===== src/rtl/tetris_game_ctrl.sv =====
// Tetris game-flow sequencer: spawn, gravity-timed fall, lock, bottom-first
// line clearing, BCD scoring and game-over, all in the single clk domain.
module tetris_game_ctrl #(
    parameter int DROP_DIV = 50_000_000,
    parameter int ROWS     = 20,
    parameter int ROW_W    = 5
) (
    input  logic             clk,
    input  logic             rst,
    input  logic             start,
    input  logic [1:0]       sel,
    input  logic             piece_stop,
    input  logic [ROWS-1:0]  row_full,
    input  logic             top_occupied,
    output logic             spawn,
    output logic             fall_tick,
    output logic             move_en,
    output logic             lock_we,
    output logic             clear_we,
    output logic [ROW_W-1:0] clear_row,
    output logic             field_clr,
    output logic [15:0]      dis_score,
    output logic             gameover,
    output logic [2:0]       state
);

    localparam int CNT_W = (DROP_DIV > 1) ? $clog2(DROP_DIV) : 1;
    localparam logic [CNT_W-1:0] CNT_LAST = CNT_W'(DROP_DIV - 1);

    typedef enum logic [2:0] {
        S_IDLE  = 3'd0,
        S_SPAWN = 3'd1,
        S_FALL  = 3'd2,
        S_LOCK  = 3'd3,
        S_CHECK = 3'd4,
        S_SHIFT = 3'd5,
        S_SCORE = 3'd6,
        S_OVER  = 3'd7
    } state_t;

    state_t           state_q, state_d;
    logic [CNT_W-1:0] cnt_q, cnt_d;
    logic [2:0]       lines_q, lines_d;
    logic [15:0]      score_q, score_d;
    logic [ROW_W-1:0] clear_row_q, clear_row_d;
    logic             spawn_q, spawn_d;
    logic             fall_tick_q, fall_tick_d;
    logic             move_en_q, move_en_d;
    logic             lock_we_q, lock_we_d;
    logic             clear_we_q, clear_we_d;
    logic             field_clr_q, field_clr_d;
    logic             gameover_q, gameover_d;
    logic             tick_ev;

    // Bottom-most full row: the highest set index wins.
    function automatic logic [ROW_W-1:0] highest_set(input logic [ROWS-1:0] v);
        logic [ROW_W-1:0] r;
        r = '0;
        for (int i = 0; i < ROWS; i++) begin
            if (v[i]) r = ROW_W'(i);
        end
        return r;
    endfunction

    // Points awarded for the number of lines cleared by one piece.
    function automatic logic [3:0] line_points(input logic [2:0] n);
        logic [3:0] p;
        case (n)
            3'd0:    p = 4'd0;
            3'd1:    p = 4'd1;
            3'd2:    p = 4'd3;
            3'd3:    p = 4'd5;
            default: p = 4'd8;
        endcase
        return p;
    endfunction

    // Four-digit BCD add of a small value; overflow past 9999 pins at 9999.
    function automatic logic [15:0] bcd_add_sat(input logic [15:0] a, input logic [3:0] b);
        logic [15:0] r;
        logic [4:0]  d;
        logic        carry;
        r     = '0;
        carry = 1'b0;
        for (int k = 0; k < 4; k++) begin
            d = {1'b0, a[4*k +: 4]} + {1'b0, (k == 0) ? b : 4'd0} + {4'd0, carry};
            if (d > 5'd9) begin
                d     = d - 5'd10;
                carry = 1'b1;
            end else begin
                carry = 1'b0;
            end
            r[4*k +: 4] = d[3:0];
        end
        if (carry) r = 16'h9999;
        return r;
    endfunction

    // Next-state and registered-output decode. Pulses are computed on the
    // transition so they are high during the cycle of the state that owns them.
    always_comb begin
        state_d     = state_q;
        cnt_d       = cnt_q;
        lines_d     = lines_q;
        score_d     = score_q;
        clear_row_d = clear_row_q;
        spawn_d     = 1'b0;
        fall_tick_d = 1'b0;
        lock_we_d   = 1'b0;
        clear_we_d  = 1'b0;
        field_clr_d = 1'b0;
        tick_ev     = 1'b0;

        case (state_q)
            S_IDLE, S_OVER: begin
                if (start) begin
                    field_clr_d = 1'b1;
                    score_d     = '0;
                    state_d     = S_SPAWN;
                end
            end
            S_SPAWN: begin
                if (top_occupied) begin
                    state_d = S_OVER;
                end else begin
                    spawn_d = 1'b1;
                    cnt_d   = '0;
                    state_d = S_FALL;
                end
            end
            S_FALL: begin
                if (sel == 2'b11 || cnt_q == CNT_LAST) begin
                    tick_ev = 1'b1;
                    cnt_d   = '0;
                end else begin
                    cnt_d = cnt_q + 1'b1;
                end
                if (tick_ev) begin
                    if (piece_stop) begin
                        lock_we_d = 1'b1;
                        state_d   = S_LOCK;
                    end else begin
                        fall_tick_d = 1'b1;
                    end
                end
            end
            S_LOCK: begin
                lines_d = '0;
                state_d = S_CHECK;
            end
            S_CHECK: begin
                if (|row_full) begin
                    clear_row_d = highest_set(row_full);
                    clear_we_d  = 1'b1;
                    if (lines_q < 3'd4) lines_d = lines_q + 1'b1;
                    state_d = S_SHIFT;
                end else begin
                    state_d = S_SCORE;
                end
            end
            S_SHIFT: begin
                state_d = S_CHECK;
            end
            S_SCORE: begin
                score_d = bcd_add_sat(score_q, line_points(lines_q));
                state_d = S_SPAWN;
            end
            default: begin
                state_d = S_IDLE;
            end
        endcase

        move_en_d  = (state_d == S_FALL);
        gameover_d = (state_d == S_OVER);
    end

    // State, counters, score and every output register; reset returns to IDLE.
    always_ff @(posedge clk or negedge rst) begin
        if (!rst) begin
            state_q     <= S_IDLE;
            cnt_q       <= '0;
            lines_q     <= '0;
            score_q     <= '0;
            clear_row_q <= '0;
            spawn_q     <= 1'b0;
            fall_tick_q <= 1'b0;
            move_en_q   <= 1'b0;
            lock_we_q   <= 1'b0;
            clear_we_q  <= 1'b0;
            field_clr_q <= 1'b0;
            gameover_q  <= 1'b0;
        end else begin
            state_q     <= state_d;
            cnt_q       <= cnt_d;
            lines_q     <= lines_d;
            score_q     <= score_d;
            clear_row_q <= clear_row_d;
            spawn_q     <= spawn_d;
            fall_tick_q <= fall_tick_d;
            move_en_q   <= move_en_d;
            lock_we_q   <= lock_we_d;
            clear_we_q  <= clear_we_d;
            field_clr_q <= field_clr_d;
            gameover_q  <= gameover_d;
        end
    end

    assign spawn     = spawn_q;
    assign fall_tick = fall_tick_q;
    assign move_en   = move_en_q;
    assign lock_we   = lock_we_q;
    assign clear_we  = clear_we_q;
    assign clear_row = clear_row_q;
    assign field_clr = field_clr_q;
    assign dis_score = score_q;
    assign gameover  = gameover_q;
    assign state     = state_q;

endmodule


===== config.mk =====
export PLATFORM = sky130hd
export DESIGN_NAME = tetris_game_ctrl
export DESIGN_NICKNAME = d
export VERILOG_FILES = /design/src/rtl/tetris_game_ctrl.sv
export SDC_FILE = /design/constraint.sdc
export NUM_CORES = 1
export LEC_CHECK = 0
export CORE_UTILIZATION = 40
export CTS_CLUSTER_DIAMETER = 30
export DETAILED_ROUTE_END_ITERATION = 16
export PLACE_DENSITY_LB_ADDON = 0.15
export SYNTH_ARGS = -nofsm -noshare
export SYNTH_HDL_FRONTEND = slang
export SYNTH_SLANG_ARGS = --single-unit

===== constraint.sdc =====
create_clock -name clk -period 6.64 [get_ports clk]
set_input_delay 1.328 -clock clk [delete_from_list [all_inputs] [get_ports clk]]
set_output_delay 1.328 -clock clk [all_outputs]
set_load 0.05 [all_outputs]

==> summary.md, run 1 <==
| Metric | Value |
|---|---|
| Status | `completed` |
| Synthesis Warnings | `0` |
| Clock buffer depth | `2` |
| CTS tree | `yes` |
| Worst hold path stage count | `1` |
| Dpl hpwl | `6.18 mm` |
| Clk slew on worst S/H paths | `0.07 ns` |
| Clock power frac | `22.0%` |
| Period minus WS final | `6.10 ns` |
| Area share of the largest cell type after synthesis | `39.4%` |
| Fmax | `164 MHz` |
| Layout cells sized above 1 | `under 10%` |
| Pleak | `1.96 nW` |
| Rows | `35` |
| Worst Max-Slew Pin Slew | `0.937 ns` |
| Largest area contributor in the netlist | `dfrtp_1` |
| P per Cell Area | `341 mW/mm^2` |
| # fillers | `891` |
| Nets | `516` |
| Delay of the slowest critical-path stage | `~0.43 ns` |
| Syn_area_per_cell | `9.05 um^2` |
| Rel. slew slack | `37.3%` |
| Sequential area share after synthesis | `39.4%` |
| GRT Util Overall | `19.0%` |
| #FFs+latches synth | `60` |
| Htree depth | `3` |
| Slew Limit Fails | `0` |
| Final-report hold violation count | `0` |
| Worst reg-to-reg path cell count | `26` |
| Placer Congestion | `0.794` |
| Internal Power | `0.000913 W` |
| Die height | `99.6 um` |
| DR vias/cell | `5.48` |
| Synth top area cells | `dfrtp_1 (39%), ha_1 (5.9%), a31oi_1 (4.9%), nand2_1 (3.9%), nor2_1 (3.5%)` |
| Dpl cells | `588` |
| Async set or reset register ratio after synthesis | `100%` |
| Critical path class | `reg2reg` |
| Area growth, synth to finish | `23.0%` |
| Ports | `58` |
| Sequential share of power | `33.1%` |
| Combinational share of power | `44.9%` |
| DRT Wirelength | `8.86 mm` |
| 1st-iter DRT viols | `129` |
| Syn nets | `467` |
| Clock root buffer | `clkbuf_8` |
| Worst setup SP type | `flop` |
| DR WL/cell | `14.7 um` |
| Setup crit end kind | `flop` |
| Most frequent cells in the layout | `dfrtp_1 (60), clkdlybuf4s50_1 (56), nand2_1 (40)` |
| Yosys cell types | `59` |
| Setup TNS | `0 ns` |
| # DRC | `0` |
| Hold WC Path Type | `reg2reg` |
| CP most frequent cell | `ha_1` |
| # diodes | `0` |
| Req. time, crit path | `6.84 ns` |
| RSZ-0062 raised after global routing | `no` |
| Hold buffer count at cts | `0` |
| Vias in the first global route | `3123` |
| Die area | `just under 0.01 mm^2` |
| Worst-path fanout max | `9` |
| Clock sinks | `60` |
| Max-Cap Viols | `0` |
| Tot Pwr | `0.00160 W` |
| Final Skew | `0.00955 ns` |
| Later-pin clock latency in the skew report | `0.34 ns` |
| Worst vdd ir | `about 140 uV` |
| Mapped Cells | `between 400 and 500` |
| First-pass GRT wire length | `roughly 15 mm` |
| Arr. time, crit path | `6.30 ns` |
| WHS | `0.462 ns` |
| Netlist Area Pre-Place | `~0.0038 mm^2` |
| Core Region | `0.00924 mm^2` |
| Switch share | `42.8%` |
| Total grt overflow | `0` |
| Routed Antenna Nets | `0` |
| Main synth FF type | `dfrtp_1` |
| Initial Utilization | `41.2%` |
| EDFF count, synth | `0` |
| Die width | `99.6 um` |
| DRT Pass-1 Iters | `4` |
| Largest net degree at the start of global routing | `61` |
| Buffers on Ports | `57` |
| Via count | `~3300` |
| Period utilisation layout | `between 90% and 100%` |
| CP max stage cell | `dfrtp_1` |
| Final setup violation count | `0` |
| Post-CTS Repair Setup Buffers | `0` |
| Final std cells w/o fill | `between 600 and 700` |
| Initial antenna violation count | `0` |
| Total CTS buffers | `9` |
| Switching power | `0.000685 W` |
| Most common cell after layout, fill and taps aside | `dfrtp_1` |
-- area by class of cell --
cell class / count / area, um^2 / share of cell area [%]
clock buffers: 9 / 124 / 2.64
clock inverters: 6 / 80.1 / 1.71
inverters: 22 / 82.6 / 1.76
multi-input cells: 316 / 2140 / 45.7
flip-flops and latches: 60 / 1500 / 32.0
well taps: 129 / 161 / 3.44
repair buffers: 61 / 596 / 12.7
-- what timing repair did --
action,4_1_cts,5_1_grt
setup endpoints to repair,0,9
hold endpoints to repair,0,0
gates resized for setup,0,3
-- cells by family after synthesis --
group | after synthesis | synth area share [%]
adder cells (fa/ha/maj) | 19 | 6.44
XOR/XNOR | 13 | 2.99
multiplexers | 8 | 2.17
AND/OR/NAND/NOR | 160 | 23.1
AO/OA/AOI/OAI | 116 | 20.9
buffers and inverters | 45 | 4.99
flip-flops | 60 | 39.4
-- registers in the layout, indices dropped and copies added, names as in the netlist, 3 cells and up --
| name | count |
|---|---|
| cnt_q | 26 |
| dis_score | 16 |
| clear_row | 5 |
| lines_q | 3 |
| state | 3 |
-- per-layer routing --
metal / routed length (um) / GRT usage, % / up-vias
met1: 4200 / 25.4 / 1615
met2: 4320 / 30.9 / 35
met5: 0 / 0 / -
met4: 97 / 5.09 / 0
li1: - / - / 1644
met3: 241 / 4.64 / 10
-- stage by stage --
| step | worst slack [ns] | utilization [%] | cell area, um^2 |
|---|---|---|---|
| floorplan | 0.883 | - | 3810 |
| global placement | 0.564 | 48.4 | 4470 |
| detailed placement | 0.243 | 48.4 | 4470 |
| CTS | 0.192 | 50.6 | 4670 |
| global route | 0.0280 | 50.7 | 4690 |
| finish | 0.538 | 50.7 | 4690 |
-- synthesized netlist by cell type (9+ instances only) --
library cell	count
a21oi_1	12
nand2_1	40
a22o_1	10
nor2_1	36
inv_1	22
clkbuf_1	11
nand3_1	14
dfrtp_1	60
nand3b_1	9
xnor2_1	9
ha_1	18
o21ai_0	25
nand4_1	9
a31oi_1	30
-- power groups by stage --
stage                     combinational, W  clock, W  sequential [W]
after floorplan                   0.000350         0        0.000682
after global placement            0.000705         0        0.000535
after detailed placement          0.000717         0        0.000536
after CTS                         0.000719  0.000362        0.000530
after global routing              0.000783  0.000376        0.000545
final                             0.000717  0.000352        0.000529
-- worst max-delay path, delay by kind of cell, from the launching register on --
family / cells / cell delay (ns)
XOR/XNOR: 1 / 0.19
AO/OA/AOI/OAI: 9 / 2.06
AND/OR/NAND/NOR: 5 / 0.91
adder cells (fa/ha/maj): 9 / 2.23
flip-flops: 1 / 0.43
buffers and inverters: 2 / 0.12
-- worst paths after layout --
kind | startpoint | endpoint | slack (ns)
max in group asynchronous | rst | cnt_q[19] | 4.98
hold / removal | cnt_q[23] | cnt_q[23] | 0.46
min in group asynchronous | rst | dis_score[7] | 1.14
hold reg to reg | cnt_q[23] | cnt_q[23] | 0.46
setup reg to reg | lines_q[1] | dis_score[11] | 0.54
setup / recovery | lines_q[1] | dis_score[11] | 0.54
Power figures use the tool's default switching activity.
==> run 2, diff against run 1 <==
--- a/config.mk
+++ b/config.mk
@@ -5,6 +5,7 @@
 export SDC_FILE = /design/constraint.sdc
 export NUM_CORES = 1
 export LEC_CHECK = 0
+export CAP_MARGIN = 10
 export CORE_UTILIZATION = 40
 export CTS_CLUSTER_DIAMETER = 30
 export DETAILED_ROUTE_END_ITERATION = 16
==> results of run 2 <==
No change in the layout: final DEF, timing and power equal those of run 1.
